--- src/rtl/rect_motion_ctrl.sv ---
// rect_motion_ctrl: game sequencer for the VGA rectangle datapath.
// Runs the IDLE/RUN/PAUSE game FSM from the board buttons and moves a
// BOX_W x BOX_H rectangle once per frame, bouncing it off the visible-area
// edges. Corner outputs feed vga_game.
// Optional feature: define RECT_BOUNCE_CNT_EN to add the saturating
// bounce_cnt[15:0] output.
module rect_motion_ctrl #(
    parameter int H_VIS = 1024,
    parameter int V_VIS = 768,
    parameter int BOX_W = 600,
    parameter int BOX_H = 200,
    parameter int X0    = 200,
    parameter int Y0    = 200,
    parameter int STEP  = 4
) (
    input  logic        clk_65M,
    input  logic        clear,
    input  logic        game_on,
    input  logic        game_start,
    input  logic [16:0] H_cnt,
    input  logic [16:0] V_cnt,
    output logic [19:0] x1,
    output logic [19:0] x2,
    output logic [19:0] y1,
    output logic [19:0] y2,
    output logic [1:0]  state,
`ifdef RECT_BOUNCE_CNT_EN
    output logic        hit,
    output logic [15:0] bounce_cnt
`else
    output logic        hit
`endif
);

    typedef enum logic [1:0] {
        IDLE  = 2'b00,
        RUN   = 2'b01,
        PAUSE = 2'b10
    } state_t;

    localparam logic [16:0] H_TICK = 17'(H_VIS);
    localparam logic [16:0] V_TICK = 17'(V_VIS);
    localparam logic [19:0] H_LIM  = 20'(H_VIS);
    localparam logic [19:0] V_LIM  = 20'(V_VIS);
    localparam logic [19:0] W_BOX  = 20'(BOX_W);
    localparam logic [19:0] H_BOX  = 20'(BOX_H);
    localparam logic [19:0] X_HOME = 20'(X0);
    localparam logic [19:0] Y_HOME = 20'(Y0);
    localparam logic [19:0] D_STEP = 20'(STEP);

    // One axis of motion: returns {bounce, new_dir, new_pos}. The clamps
    // land the box exactly on the edge, so the subtraction never underflows.
    function automatic logic [21:0] axis_step(input logic [19:0] pos,
                                              input logic        dir,
                                              input logic [19:0] box,
                                              input logic [19:0] lim);
        logic [21:0] res;
        if (!dir) begin
            if (pos + box + D_STEP >= lim) res = {1'b1, 1'b1, lim - box};
            else                           res = {1'b0, 1'b0, pos + D_STEP};
        end else begin
            if (pos <= D_STEP) res = {1'b1, 1'b0, 20'd0};
            else               res = {1'b0, 1'b1, pos - D_STEP};
        end
        return res;
    endfunction

    // Saturating increment for the bounce counter.
    function automatic logic [15:0] sat_inc16(input logic [15:0] v);
        return (v == 16'hFFFF) ? v : v + 16'd1;
    endfunction

    logic        on_p0, on_p1;
    logic        start_p0, start_p1, start_p2;
    logic        game_on_s, start_rise, frame_tick;
    state_t      state_q, state_d;
    logic [19:0] px, py;
    logic        dx, dy;
    logic        hit_q;
    logic [21:0] x_res, y_res;

    assign game_on_s  = on_p1;
    assign start_rise = start_p1 & ~start_p2;
    assign frame_tick = (H_cnt == H_TICK) && (V_cnt == V_TICK);
    assign x_res      = axis_step(px, dx, W_BOX, H_LIM);
    assign y_res      = axis_step(py, dy, H_BOX, V_LIM);

    // Two-flop synchronizers for the board inputs, plus edge history for start.
    always_ff @(posedge clk_65M or negedge clear) begin
        if (!clear) begin
            on_p0    <= 1'b0;
            on_p1    <= 1'b0;
            start_p0 <= 1'b0;
            start_p1 <= 1'b0;
            start_p2 <= 1'b0;
        end else begin
            on_p0    <= game_on;
            on_p1    <= on_p0;
            start_p0 <= game_start;
            start_p1 <= start_p0;
            start_p2 <= start_p1;
        end
    end

    // Game state register.
    always_ff @(posedge clk_65M or negedge clear) begin
        if (!clear) state_q <= IDLE;
        else        state_q <= state_d;
    end

    // Next-state logic; losing game_on overrides any start press.
    always_comb begin
        state_d = state_q;
        if (!game_on_s) begin
            state_d = IDLE;
        end else begin
            case (state_q)
                IDLE:    if (start_rise) state_d = RUN;
                RUN:     if (start_rise) state_d = PAUSE;
                PAUSE:   if (start_rise) state_d = RUN;
                default: state_d = IDLE;
            endcase
        end
    end

    // Position/direction update; motion uses the pre-transition state, while
    // dropping game_on sends the box home on the very next edge.
    always_ff @(posedge clk_65M or negedge clear) begin
        if (!clear) begin
            px    <= X_HOME;
            py    <= Y_HOME;
            dx    <= 1'b0;
            dy    <= 1'b0;
            hit_q <= 1'b0;
        end else if (!game_on_s || state_q == IDLE) begin
            px    <= X_HOME;
            py    <= Y_HOME;
            dx    <= 1'b0;
            dy    <= 1'b0;
            hit_q <= 1'b0;
        end else if (state_q == RUN && frame_tick) begin
            px    <= x_res[19:0];
            dx    <= x_res[20];
            py    <= y_res[19:0];
            dy    <= y_res[20];
            hit_q <= x_res[21] | y_res[21];
        end else begin
            hit_q <= 1'b0;
        end
    end

`ifdef RECT_BOUNCE_CNT_EN
    logic [15:0] bounce_cnt_q;

    // Saturating count of bounce pulses, cleared whenever the game is idle.
    always_ff @(posedge clk_65M or negedge clear) begin
        if (!clear)                bounce_cnt_q <= 16'd0;
        else if (state_q == IDLE)  bounce_cnt_q <= 16'd0;
        else if (hit_q)            bounce_cnt_q <= sat_inc16(bounce_cnt_q);
    end

    assign bounce_cnt = bounce_cnt_q;
`endif

    assign x1    = px;
    assign x2    = px + W_BOX;
    assign y1    = py;
    assign y2    = py + H_BOX;
    assign state = state_q;
    assign hit   = hit_q;

endmodule

--- config.mk ---
export PLATFORM = sky130hd
export DESIGN_NAME = rect_motion_ctrl
export DESIGN_NICKNAME = d
export VERILOG_FILES = /design/src/rtl/rect_motion_ctrl.sv
export SDC_FILE = /design/constraint.sdc
export NUM_CORES = 1
export LEC_CHECK = 0
export ABC_CLOCK_PERIOD_IN_PS = 7270
export CAP_MARGIN = 20
export CORE_ASPECT_RATIO = 2
export CORE_UTILIZATION = 30
export CTS_BUF_LIST = sky130_fd_sc_hd__clkbuf_8
export CTS_CLUSTER_DIAMETER = 120
export DETAILED_ROUTE_END_ITERATION = 10
export PLACE_DENSITY = 0.59
export SETUP_SLACK_MARGIN = 0.5
export SLEW_MARGIN = 20
export SYNTH_ARGS = -nofsm -noshare
export SYNTH_HDL_FRONTEND = slang
export SYNTH_SLANG_ARGS = --single-unit
export TNS_END_PERCENT = 10
--- constraint.sdc ---
create_clock -name clk_65M -period 7.27 [get_ports clk_65M]
set_input_delay 1.454 -clock clk_65M [delete_from_list [all_inputs] [get_ports clk_65M]]
set_output_delay 1.454 -clock clk_65M [all_outputs]
set_load 0.05 [all_outputs]
==> results of run 1 <==
-- metal layers --
| layer | vias to the layer above | share of wire |
|---|---|---|
| li1 | 2640 | - |
| met1 | 2660 | 0.35 |
| met3 | 73 | 0.030 |
| met2 | 190 | 0.56 |
| met4 | 0 | 0.061 |
| met5 | - | 0 |
-- cells by family (layout without fill, tap and decap cells) --
| family | count (synthesis) | after routing |
|---|---|---|
| other | 1 | 8 |
| AND/OR/NAND/NOR | 275 | 275 |
| buffers and inverters | 87 | 148 |
| flip-flops | 46 | 46 |
| AO/OA/AOI/OAI | 213 | 213 |
| multiplexers | 6 | 6 |
| adder cells (fa/ha/maj) | 12 | 12 |
| XOR/XNOR | 37 | 37 |
-- registers in the layout, summed over array words and instances, names as in the netlist --
signal,count
state,2
x1,18
game_on_s,1
start_p2,1
y1,18
start_p0,1
dx,1
hit,1
on_p0,1
start_p1,1
dy,1
-- cells in the final DEF (no fill, tap or decap), drive strengths merged, types with 5 or more instances in the layout --
cell type | netlist | final
clkdlybuf4s50 | 0 | 111
nand2 | 65 | 65
o21ai | 54 | 54
nor2 | 48 | 48
a21oi | 48 | 48
dfrtp | 40 | 40
xnor2 | 25 | 25
nor3 | 25 | 25
inv | 23 | 24
nor4 | 23 | 23
nand3 | 18 | 18
nand4 | 14 | 14
a211oi | 13 | 13
xor2 | 12 | 12
nand2b | 12 | 12
ha | 12 | 12
nor4b | 11 | 11
a31oi | 10 | 10
o211ai | 9 | 9
o21a | 9 | 9
or4 | 9 | 9
nor3b | 8 | 8
conb | 1 | 8
and2 | 7 | 7
a21o | 7 | 7
o31ai | 7 | 7
nor2b | 6 | 6
or3 | 6 | 6
a22oi | 6 | 6
clkbuf | 38 | 6
dfstp | 6 | 6
buf | 26 | 6
or2 | 5 | 5
and3 | 5 | 5
o22ai | 5 | 5
nand3b | 5 | 5
-- path summary, 6_finish.rpt --
check / end
worst max-delay path: x2[15]
min in group asynchronous: y1[11]
worst min register to register: start_p1
worst max register to register: y1[13]
max in group asynchronous: y1[5]
worst min-delay path: start_p1
-- worst reg2reg max path, cell delays in order, from the launching register on --
cell and delay (ps):
dfrtp_1 660, ha_1 550, a211oi_4 180, nor3_1 300, mux2_2 380, nor4_1 520
and2_1 220, a31oi_1 130, nor4_4 810, o211ai_1 310, a31oi_1 260
-- where the power goes --
group / switching, mW / leakage, nW / internal [mW]
logic: 0.0262 / 1.62 / 0.0215
clock network: 0.102 / 0.0478 / 0.0785
registers: 0.00146 / 0.610 / 0.258
-- per-stage QoR --
stage | cell area (um2) | std cells | hold slack [ps] | power, mW | utilization
final | 6310 | 952 | 363 | 0.488 | 0.378
after global routing | 6310 | 952 | 378 | 0.506 | 0.378
after CTS | 6310 | 952 | 367 | 0.494 | 0.378
after detailed placement | 6210 | 944 | 339 | 0.312 | 0.372
after global placement | 6210 | 944 | 335 | 0.312 | 0.372
after floorplan | 5100 | 684 | 331 | 0.286 | -
-- area by class of cell --
type / instances / area, um2 / area share
multi-input combinational: 551 / 3550 / 0.563
timing repair buffer: 117 / 1150 / 0.183
clock inverter: 2 / 16.3 / 0.00258
tap: 207 / 259 / 0.0410
clock buffer: 6 / 82.6 / 0.0131
sequential: 46 / 1160 / 0.184
inverter: 23 / 86.3 / 0.0137
==> results.toml, run 1 <==
[outcome]
outcome = "finished clean"

[worst_setup_path]
worstPathMaxFanout = 10
crit_slowest_cell = "clkdlybuf4s50_1"
critPathLaunch = "x1[3]"
worst_setup_path_end_kind = "primary output"
crit_chain = "inv_1 > ha_1 > nor2b_1 > o21ba_2 > nor2_1 > nor2_1 > xor2_1 > clkdlybuf4s50_1"
crit_top_cell = "nor2_1"
cp.depth = 8
critPathKind = "flip-flop to primary output"
reg2reg_from = "y1[4]"
cp_num_buf_inv = 2
r2r_slack_ps = 2860
crit_family = "buffers and inverters"
cp-start-kind = "flip-flop"
max_stage_delay_ps = 820
reg2reg_depth = 10
crit_required_ps = 5820
crit_arrival_ps = 3380

[timing]
rsz0062_at_grt = "false"
clock_skew_ps = 9.77
setup_viol = 0
hold_viol = 0
slew_viol_final = 0
period_share = 0.664
fmax_mhz = 207
worst_pin_slew_ps = 896
period_minus_slack_ps = 4830
finalWorstSetupSlack_ps = 2440
fin_setup_tns_ps = 0
max_slew_margin = 0.401

[route]
drc = 0
final_antenna_net_count = 0
wire_per_inst_um = 19.0
vias_per_cell = 5.84
drt_iter0_drc = 238
num_vias = 5563
first_pass_iters = 5
routed_wl_mm = 18.1

[place]
place_ws_ps = 2440
gp_congestion = 0.934
portBuffers = 112
dp_hpwl_mm = 13.6

[yosys]
ys_seq_area_frac = 0.228
synth.area.top_cells = "dfrtp_1 20%, o21ai_0 5.0%, nand2_1 4.7%"
synth-main-ff-cell = "dfrtp_1"
yosys_warnings = 0
synth.top_cell.area_share = 0.197
synthMuxAreaShare = 0.0123
synth_compound_area_frac = 0.287
synth_cells = 677
synth-async-reset-ratio = 1.00
synth_top_area_cell = "dfrtp_1"
synth_xor_area_frac = 0.0638
synth_adder_area_share = 0.0296
synthTopCellsByCount = "64 x nand2_1, 51 x o21ai_0, 48 x nor2_1, 47 x a21oi_1, 40 x dfrtp_1"
synth_top_family_by_area = "simple AND/OR/NAND/NOR gates"
synth_area_per_cell_um2 = 7.50
ys_ff_latch = 46
yosys.area_share.simple = 0.299
netlist-cell-type-count = 87
synth-edff-count = 0
yosysMostFrequentCell = "nand2_1"
netlist_area_um2 = 5080

[grt]
antenna_found_initial = 0
top_usage_layer = "met2"
grt_overflow = 0
grt_pass1_vias = 5544
grt_usage = 0.213
met2_usage = 0.401
grt_max_degree = 47
use_met3 = 0.0159
grt_pass1_wl_mm = 28.7
met1_usage = 0.213

[final_layout]
fin_nets = 794
diodes = 0
drive_gt1_frac = 0.0685
nFillCells = 1766
syn2layout_area_growth_pct = 24.3

[cts]
cts_tree = "done"
htreeDepth = 2
cts_sinks = 46
path_clk_slew_ps = 100
cts-root-buf = "clkbuf_8"
hold_buffers = 0
clock_latency_ps = 330
postCtsResizedCells = 0
ctsLongestPathBuffers = 2
cts_buffers = 5
cts_setup_buffers = 0

[floorplan]
core_um2 = 16700
fp.dieH_um = 186
rows = 67
start_util = 0.304
num_io_pins = 121
dieArea_um2 = 17500
die_w_um = 94.0

[pwr]
p_per_area_nw_per_um2 = 77.3
ir_drop_v = 0.0000542
p_leak_nw = 2.28

[hold_path]
min_from = "start_p0"
whs_path_depth = 0
hp-class = "flip-flop to flip-flop"

[run]
cap_violations = 0
Note: power is estimated with default switching activity, not from simulation.
==> run 2, diff against run 1 <==
- ABC_CLOCK_PERIOD_IN_PS: 7270 -> 4400
- PLACE_DENSITY: 0.59 -> 0.61
- clock period: 7.27 -> 4.4 ns (I/O delays scaled with it)
==> results.toml, run 2 (synthesis gave the netlist of run 1 again) <==
[grt]
grt_usage = 0.216
grt_pass1_vias = 5797
grt_max_degree = 47
antenna_found_initial = 0
grt_overflow = 0
grt_pass1_wl_mm = 29.2

[route]
wl_met3_um = 599
met1Wirelength_mm = 6.43
routed_wl_mm = 18.3
num_vias = 5634
drt_iter0_drc = 181
met2WireLength_mm = 10.1
highest_layer = "met4"
wire_per_inst_um = 18.8
vias_per_cell = 5.79
final_antenna_net_count = 0
first_pass_iters = 7
drc = 0

[worst_setup_path]
critPathKind = "flip-flop to primary output"
crit_top_cell = "nor2_1"
crit_slowest_cell = "clkdlybuf4s50_1"
cp-start-kind = "flip-flop"
crit_required_ps = 3520
crit_arrival_ps = 3040
max_stage_delay_ps = 850
crit_chain = "buf_4 > o21ai_1 > a21oi_1 > nor2_1 > nor2_1 > xor2_1 > clkdlybuf4s50_1"
worst_setup_path_end_kind = "primary output"
cp_num_buf_inv = 2
crit_family = "buffers and inverters"
worstPathMaxFanout = 6

[timing]
finalWorstSetupSlack_ps = 476
period_share = 0.892
fmax_mhz = 255
hold_viol = 0
worst_pin_slew_ps = 819
clock_skew_ps = 10.0
max_slew_margin = 0.440
period_minus_slack_ps = 3920
whs_ps = 357
rsz0062_at_grt = "true"
fin_setup_tns_ps = 0
setup_viol = 0
slew_viol_final = 0

[cts]
clock_latency_ps = 330
cts-root-buf = "clkbuf_8"
ctsLongestPathBuffers = 2
cts_buffers = 5
htreeDepth = 2
cts_sinks = 46
cts_tree = "done"
hold_buffers = 0
path_clk_slew_ps = 100

[final_layout]
layout_common_cells = "106 x clkdlybuf4s50_1, 64 x nand2_1, 50 x o21ai_0"
seq_area_um2 = 1160
syn2layout_area_growth_pct = 28.9
fin_nets = 815
drive_gt1_frac = 0.0966
stdcell_area_um2 = 6540
nFillCells = 1743
final_util = 0.392
stdcell_count = 973
multi_input_area_um2 = 3570
layout_commonest_cell = "clkdlybuf4s50_1"
diodes = 0

[run]
cap_violations = 0

[place]
portBuffers = 112
dp_hpwl_mm = 14.0
gp_congestion = 0.939
placed_cells = 965
place_ws_ps = 412
dpl_cell_area_um2 = 6390

[floorplan]
die_w_um = 94.0
core_um2 = 16700
start_util = 0.304
fp.dieH_um = 186
dieArea_um2 = 17500
rows = 67
num_io_pins = 121

[outcome]
outcome = "finished clean"

[hold_path]
hp-class = "flip-flop to flip-flop"

[pwr]
p_per_area_nw_per_um2 = 139
p_leak_nw = 2.48
power.total_mw = 0.908
ir_drop_v = 0.000161
-- run 2: path summary, 6_finish.rpt --
path                            startpoint        to  slack [ps]  cells after the start
worst min-delay path              start_p0  start_p1         360                      0
worst max-delay path                 x1[4]    x2[16]         480                      7
worst min register to register    start_p0  start_p1         360                      0
worst max register to register       y1[3]    y1[11]         530                     11
max in group asynchronous            clear    x1[14]        3330                      2
min in group asynchronous            clear    y1[11]         630                      2
-- run 2: worst reg2reg max path: stages, from the launching register on --
cell and delay, ps:
dfstp_2 640, ha_1 440, nor4b_1 570, inv_1 120, a21oi_1 340, nor4b_1 370, xnor2_1 160, a31oi_1 150
nor4_4 300, buf_4 250, o211ai_1 180, a21oi_1 270
-- run 2: power by group --
group | internal (mW) | switching, mW | total, mW | leakage (nW)
Combinational | 0.0356 | 0.0432 | 0.0788 | 1.80
Sequential | 0.426 | 0.00260 | 0.429 | 0.610
Clock | 0.228 | 0.173 | 0.401 | 0.0683
Total | 0.689 | 0.219 | 0.908 | 2.48
-- run 2: repair_timing --
item | CTS | global route
setup buffers | 0 | 0
setup endpoints to repair | 9 | 46
hold endpoints to repair | 0 | 0
gates resized for setup | 2 | 4
-- run 2: cell type report --
cell class                 count  area share
clock buffer                   5      0.0105
clock inverter                 3      0.0105
inverter                      23      0.0132
multi-input combinational    551       0.546
sequential                    46       0.177
tap                          207      0.0396
timing repair buffer         138       0.203
-- run 2: per-layer routing --
metal / track usage / vias up
met5: 0 / -
met1: 0.206 / 2664
met4: 0.162 / 0
met2: 0.418 / 206
met3: 0.0143 / 73
li1: - / 2691
